[config.mk]
export PLATFORM = sky130hd
export DESIGN_NAME = cmp_expect
export DESIGN_NICKNAME = d
export VERILOG_FILES = /design/src/rtl/cmp_check_pkg.sv /design/src/rtl/cmp_expect.sv
export SDC_FILE = /design/constraint.sdc
export NUM_CORES = 1
export LEC_CHECK = 0
export CELL_PAD_IN_SITES_DETAIL_PLACEMENT = 0
export CELL_PAD_IN_SITES_GLOBAL_PLACEMENT = 1
export CORE_AREA = 3 3 40 42
export DETAILED_ROUTE_END_ITERATION = 10
export DIE_AREA = 0 0 43 45
export GPL_TIMING_DRIVEN = 0
export MAX_ROUTING_LAYER = met4
export PLACE_DENSITY_LB_ADDON = 0.1
export SLEW_MARGIN = 5
export SYNTH_ARGS = -nofsm -noshare
export SYNTH_HDL_FRONTEND = slang
export SYNTH_SLANG_ARGS = --single-unit
[constraint.sdc]
create_clock -name vclk -period 1.06
set_input_delay 0.212 -clock vclk [all_inputs]
set_output_delay 0.212 -clock vclk [all_outputs]
set_load 0.005 [all_outputs]
[src/rtl/cmp_check_pkg.sv]
// Shared types and default sizing for the comparator result checker.
package cmp_check_pkg;

  localparam int unsigned DefWidth      = 4;
  localparam int unsigned DefNumSamples = 18;
  localparam int unsigned DefCntW       = 8;

  typedef enum logic [1:0] {
    IDLE = 2'd0,
    RUN  = 2'd1,
    DONE = 2'd2
  } state_e;

endpackage

[src/rtl/cmp_expect.sv]
// Reference comparator: one-hot equal/greater/less flags for unsigned operands.
module cmp_expect #(
  parameter int unsigned WIDTH = cmp_check_pkg::DefWidth
) (
  input  logic [WIDTH-1:0] a,
  input  logic [WIDTH-1:0] b,
  output logic             e,
  output logic             g,
  output logic             l
);
  assign e = (a == b);
  assign g = (a > b);
  assign l = (a < b);
endmodule

Word-level counts from Yosys, hierarchy flattened:

Cells that the tools add are included.

* register bits: 0
* input bits: 8
* word-level logic and storage cells: 3

* magnitude comparators: 2
* equality and inequality tests: 1

Operators with widths (count)
* $eq 4x4->1: 1
* $gt 4x4->1: 1
* $lt 4x4->1: 1

Longest topological paths before layout:

* depth in word-level cells: 1
* mapped depth: 5

Worst setup path after synthesis:

Ideal clock, no wire load.

* kind: input to output
* from: input b[1]
* to: output l
* data arrival time: 0.886 ns
* required time: 0.848 ns
* slack: -0.038 ns
* cell stages on the path: 5
* buffers on the path: 0
* path through: inv_1 > ha_1 > nor2b_4 > o21bai_4 > and2_1

* longest elaborated chain between the ends: 1

RTL lines
* from (decl): RTL line cmp_expect.sv:6 `input logic [WIDTH-1:0] b,`
* $lt 4x4->1: RTL line cmp_expect.sv:13 `assign l = (a < b);`
* to (decl): RTL line cmp_expect.sv:9 `output logic l`

Every way passes these cells.

Final worst setup path:

* from: input b[3]
* to: output l

Same word-level chain as after synthesis.

==> results.ini <==
[status]
status = finished with violations
violations = negative setup slack

[layout]
fillCellCount = 139
mostFrequentLayoutCells = buf_6 (7), ha_4 (4)
seq_cell_count = 0
seq_area_um2 = 0
antennaDiodeCount = 0
fin_area_um2 = 359
drive_above_1_share_pct = 96.6
final_util_pct = 27.9
nets = 43
final_common_cell = buf_6
clkbuf_count = 0
syn2layout_area_growth_pct = 179

[sta]
setup_viol = 3
max_freq_mhz = 806
rsz0062_at_grt = true
slew_headroom_pct = 90.7
finalCritPeriodShare_pct = 117
period_minus_slack_ns = 1.24
hold_viol_final = 0
setup_ws_ns = -0.181
slew_violations = 0
tightest_slew_ns = 0.139

[power]
p_per_area_nw_per_um2 = 480
ir_drop_mv = 0.145
switching_power_uw = 63.2
pwr-share-seq_pct = 0
power_uw = 172
combPwrFrac_pct = 100.0
internal_power_uw = 109
switching_share_pct = 36.6
p_leak_uw = 0.000156
power_frac_clock_pct = 0

[placed_design]
place_area_um2 = 297
port_buffers = 11
dpl_worst_slack_ns = -1.08
dpl.hpwl_um = 307
globalplace.congestion = 0.609

[floorplan]
core_area_um2 = 1280
die_height_um = 45
ioPinCount = 11
rows = 13
die_area_um2 = 1940
die_w_um = 43
initial_utilization_pct = 10.0

[synth]
synth_fp_nets = 28
synthMuxAreaShare_pct = 0
synth_top_family_by_area = adder cells
syn-instance-count = 16
synth_cell_type_count = 9
synth_fa_ha_area_share_pct = 38.8
ys_warn_count = 0
synth_simple_gate_area_share_pct = 24.3
ys_seq_area_share_pct = 0
syn_area_um2 = 129
avgSynthCellArea_um2 = 8.05
synth_compound_area_share_pct = 25.2
synthXorXnorAreaFrac_pct = 0

[min_path]
hold_path.class = in2out

[route]
drt_iter0_drc = 0
routed_wl_um = 322
routedLengthMet1_um = 94
wl_met2_um = 196
drc_errors = 0
wl_per_cell_um = 7.32
firstDrtPassIters = 1
vias = 155
highest_layer = met3
wl_met3_um = 31
ant_nets = 0
avgViaCountPerCell = 3.52

[worst_setup_path]
crit_fanout = 2
setup.worst_path.start_class = input pin
crit_arrival_ns = 1.03
crit_type = in2out
worstPathRequired_ns = 0.85
end_kind = primary output

[global_routing]
first_global_vias = 157
antenna_found_initial = 0
grt_max_degree = 3
grt_pass1_wl_um = 538
grt.total_usage_pct = 3.50
grt_overflow = 0

[run]
drv_cap = 0

-- cells in the mapped netlist, drive strengths merged --
cell type	instances	area, um^2
and2	1	6.26
nor2b	1	13.8
o21bai	1	18.8
inv	4	15.0
nand2	2	7.51
a21oi	2	13.8
ha	4	50.1
nor2	1	3.75
-- cell type report --
cell class                      instances  area (um^2)  area share, %
Multi-Input combinational cell         12          193           53.7
Timing Repair Buffer                   13          125           34.8
Inverter                                4         22.5           6.27
Tap cell                               15         18.8           5.23
-- cell families (layout without fill, tap and decap cells) --
family / count (synthesis) / in the layout
fa+ha+maj: 4 / 4
compound gates: 3 / 3
buf+inv: 4 / 17
simple gates: 5 / 5
-- stage by stage --
stage / instances / TNS (ns) / hold slack, ns
after floorplan: 16 / 0 / 0.685
after global placement: 42 / -3.06 / 1.64
after detailed placement: 42 / -3.06 / 1.64
after CTS: 44 / -0.483 / 0.885
after global routing: 44 / -0.539 / 0.899
final: 44 / -0.444 / 0.864
-- routing by layer --
metal	global-route usage [%]	vias up
li1	-	77
met1	3.33	73
met2	7.78	5
met3	0.398	0
met4	0	0
met5	-	-
-- power by group through the flow --
| stage | clock [uW] | combinational [uW] | sequential [uW] |
|---|---|---|---|
| 2_1_floorplan | 0 | 72.5 | 0 |
| 3_3_place_gp | 0 | 137 | 0 |
| 3_5_place_dp | 0 | 138 | 0 |
| 4_1_cts | 0 | 169 | 0 |
| 5_1_grt | 0 | 186 | 0 |
| 6_report | 0 | 172 | 0 |
-- what timing repair did --
action | CTS | global route
endpoints found under the setup margin | 3 | 3
hold buffers | 0 | 0
resized for setup | 57 | 2
buffers inserted | 2 | 0
pin swaps | 7 | 1
-- final timing paths --
kind | endpoint | slack [ns] | depth (start not counted) | startpoint
setup / recovery | l | -0.18 | 7 | b[3]
hold / removal | g | 0.86 | 5 | a[3]
-- worst max-delay path: stages --
cell	delay [ns]
buf_6	0.07
inv_4	0.03
ha_4	0.27
nand2_4	0.04
o21bai_4	0.16
and2_4	0.14
buf_6	0.10
Note: power is estimated with default switching activity, not from simulation.
==> RTL change, RTL diff (same settings) <==
The package constant `DefWidth` goes from 4 to 6.
--- a/src/rtl/cmp_check_pkg.sv
+++ b/src/rtl/cmp_check_pkg.sv
@@ -1,7 +1,7 @@
 // Shared types and default sizing for the comparator result checker.
 package cmp_check_pkg;
 
-  localparam int unsigned DefWidth      = 4;
+  localparam int unsigned DefWidth      = 6;
   localparam int unsigned DefNumSamples = 18;
   localparam int unsigned DefCntW       = 8;
 
Ports: changed (resized a and b); port bits go from 11 to 15. No check against the original RTL was run, so the function may have changed too.
==> RTL change against the unedited design <==
  * The run still ends with setup timing left
  * Power decreased by 9.1%
  * Design area rose by 17%
  * Via count grew 41%
  * Non-clock buffer count grew 4
  * Wire length grew 49%
  * Area after synthesis increased by 20%
  * Setup slack lost 0.14 ns
  * Core utilization up 4.7 points
  * Critical path type unchanged
==> RTL change: results (changes against the unedited design) <==
| Metric | Value |
|---|---|
| Outcome | `complete, but fails checks (unchanged)` |
| Failing checks | `setup timing (unchanged)` |
| Detailed-router iteration count before antenna repair | `1 (unchanged)` |
| Library cells used by synthesis | `12 (was 9)` |
| Crit path to | `g (was l)` |
| Vias in the first global route | `215 (was 157)` |
| First-pass GRT wire length | `800 um (was 538 um)` |
| Startpoint of the lowest-slack hold path | `b[0] (was a[3])` |
| Critical-path cell with the highest stage delay | `ha_4 (unchanged)` |
| Number of fill cells in the layout | `138 (was 139)` |
| Biggest area contributors in the synthesized netlist | `ha_1 48%, inv_1 15%, a21o_1 4.8% (was ha_1 39%, o21bai_4 15%, inv_1 12%)` |
| Gr ovfl total | `0 (unchanged)` |
| Count of input and output buffers | `15 (was 11)` |
| Maximum number of pins on one net before global-route repair | `3 (unchanged)` |
| GPL Wtd Cong | `0.659 (was 0.609)` |
| Class of the worst hold path | `in -> out (unchanged)` |
| Maximum ir drop on the vdd rail | `103 uV (was 145 uV)` |
| Highest net fanout along the worst path | `2 (unchanged)` |
| Commonest cells in the synthesized netlist | `6 x ha_1, 6 x inv_1 (was 4 x ha_1, 4 x inv_1, 2 x nand2_1)` |
| Detailed placement HPWL | `417 um (was 307 um)` |
| Nets | `59 (was 43)` |
| Post-detailed-route wirelength per cell | `8.91 um (was 7.32 um)` |
| Worst Path Arrival | `1.17 ns (was 1.03 ns)` |
| Worst path setup slack after routing | `-0.318 ns (was -0.181 ns)` |
| Net switching component of the power | `0.0626 mW (was 0.0632 mW)` |
| Cell count after synthesis | `22 (was 16)` |
| Leakage | `0.191 nW (was 0.156 nW)` |
| Share of layout cells above drive strength 1 | `0.744 (was 0.966)` |
| Final Routed Wirelength | `481 um (was 322 um)` |
| Net count after synthesis | `40 (was 28)` |
| Setup TNS | `-0.823 ns (was -0.444 ns)` |
| Largest stage delay, worst path | `0.24 ns (was 0.27 ns)` |
| Clock buf count | `0 (unchanged)` |
| Antenna cells | `0 (unchanged)` |
| Sequential area share after synthesis | `0 (unchanged)` |
| Number of vias per cell | `4.06 (was 3.52)` |
| Yosys warning count | `0 (unchanged)` |
| Source of the critical timing path | `b[3] (unchanged)` |
| Setup violation total in the final timing report | `3 (unchanged)` |
| Gr usage total | `0.0512 (was 0.0350)` |
| Max-slew headroom at the worst pin | `0.867 (was 0.907)` |
| Setup slack at placement | `-1.27 ns (was -1.08 ns)` |
| Count of flip-flops and latches | `0 (unchanged)` |
| Initial DRC count | `0 (unchanged)` |
| Number of placed instances, taps included | `52 (was 42)` |
| Initial antenna violation count | `0 (unchanged)` |
-- RTL change: power by group through the flow --
stage	Clock, mW	Combinational (mW)	Sequential [mW]
CTS	0	0.146	0
global placement	0	0.154	0
detailed placement	0	0.155	0
floorplan	0	0.0657	0
finish	0	0.157	0
global route	0	0.175	0
-- RTL change: final cells by class --
cell class	count	share of cell area
multi-input cells	16	0.510
repair buffers	17	0.343
inverters	6	0.101
well taps	15	0.0448
-- RTL change: kinds of logic (layout without fill, tap and decap cells) --
group | after synthesis | count (layout) | share of synthesized area
AOI/OAI and AO/OA | 4 | 4 | 0.169
adders and majority gates | 6 | 6 | 0.484
buffers and inverters | 6 | 23 | 0.145
and+or+nand+nor | 6 | 6 | 0.202
-- RTL change: worst max-delay path, delay by kind of cell --
kind / cells / cell delay (ns)
fa+ha+maj: 1 / 0.24
simple gates: 1 / 0.12
buf+inv: 3 / 0.26
compound gates: 2 / 0.33
-- RTL change: worst min path at each step --
| stage | end | slack, ns | depth (start not counted) |
|---|---|---|---|
| floorplan | e | 0.69 | 3 |
| CTS | e | 0.93 | 5 |
| detailed placement | e | 1.63 | 5 |
| finish | e | 0.93 | 5 |
| global route | l | 0.96 | 5 |
| global placement | e | 1.63 | 5 |
-- RTL change: routing by layer --
layer / routed length [um] / up-vias / track usage / share of wire
li1: - / 109 / - / -
met1: 207 / 98 / 0.0667 / 0.43
met2: 218 / 12 / 0.0898 / 0.45
met3: 55 / 0 / 0.00797 / 0.11
met4: 0 / 0 / 0 / 0
met5: 0 / - / - / 0
-- RTL change: per-stage QoR --
stage	instance area, um2	hold slack [ns]
after CTS	389	0.927
after global placement	407	1.63
after global routing	419	0.960
final	419	0.928
after floorplan	238	0.686
after detailed placement	407	1.63
-- RTL change: repair_timing --
item | 4_1_cts | 5_1_grt
setup endpoints to repair | 3 | 3
buffers inserted | 1 | 1
resized for setup | 68 | 4
hold buffers | 0 | 0
pin swaps | 10 | 1
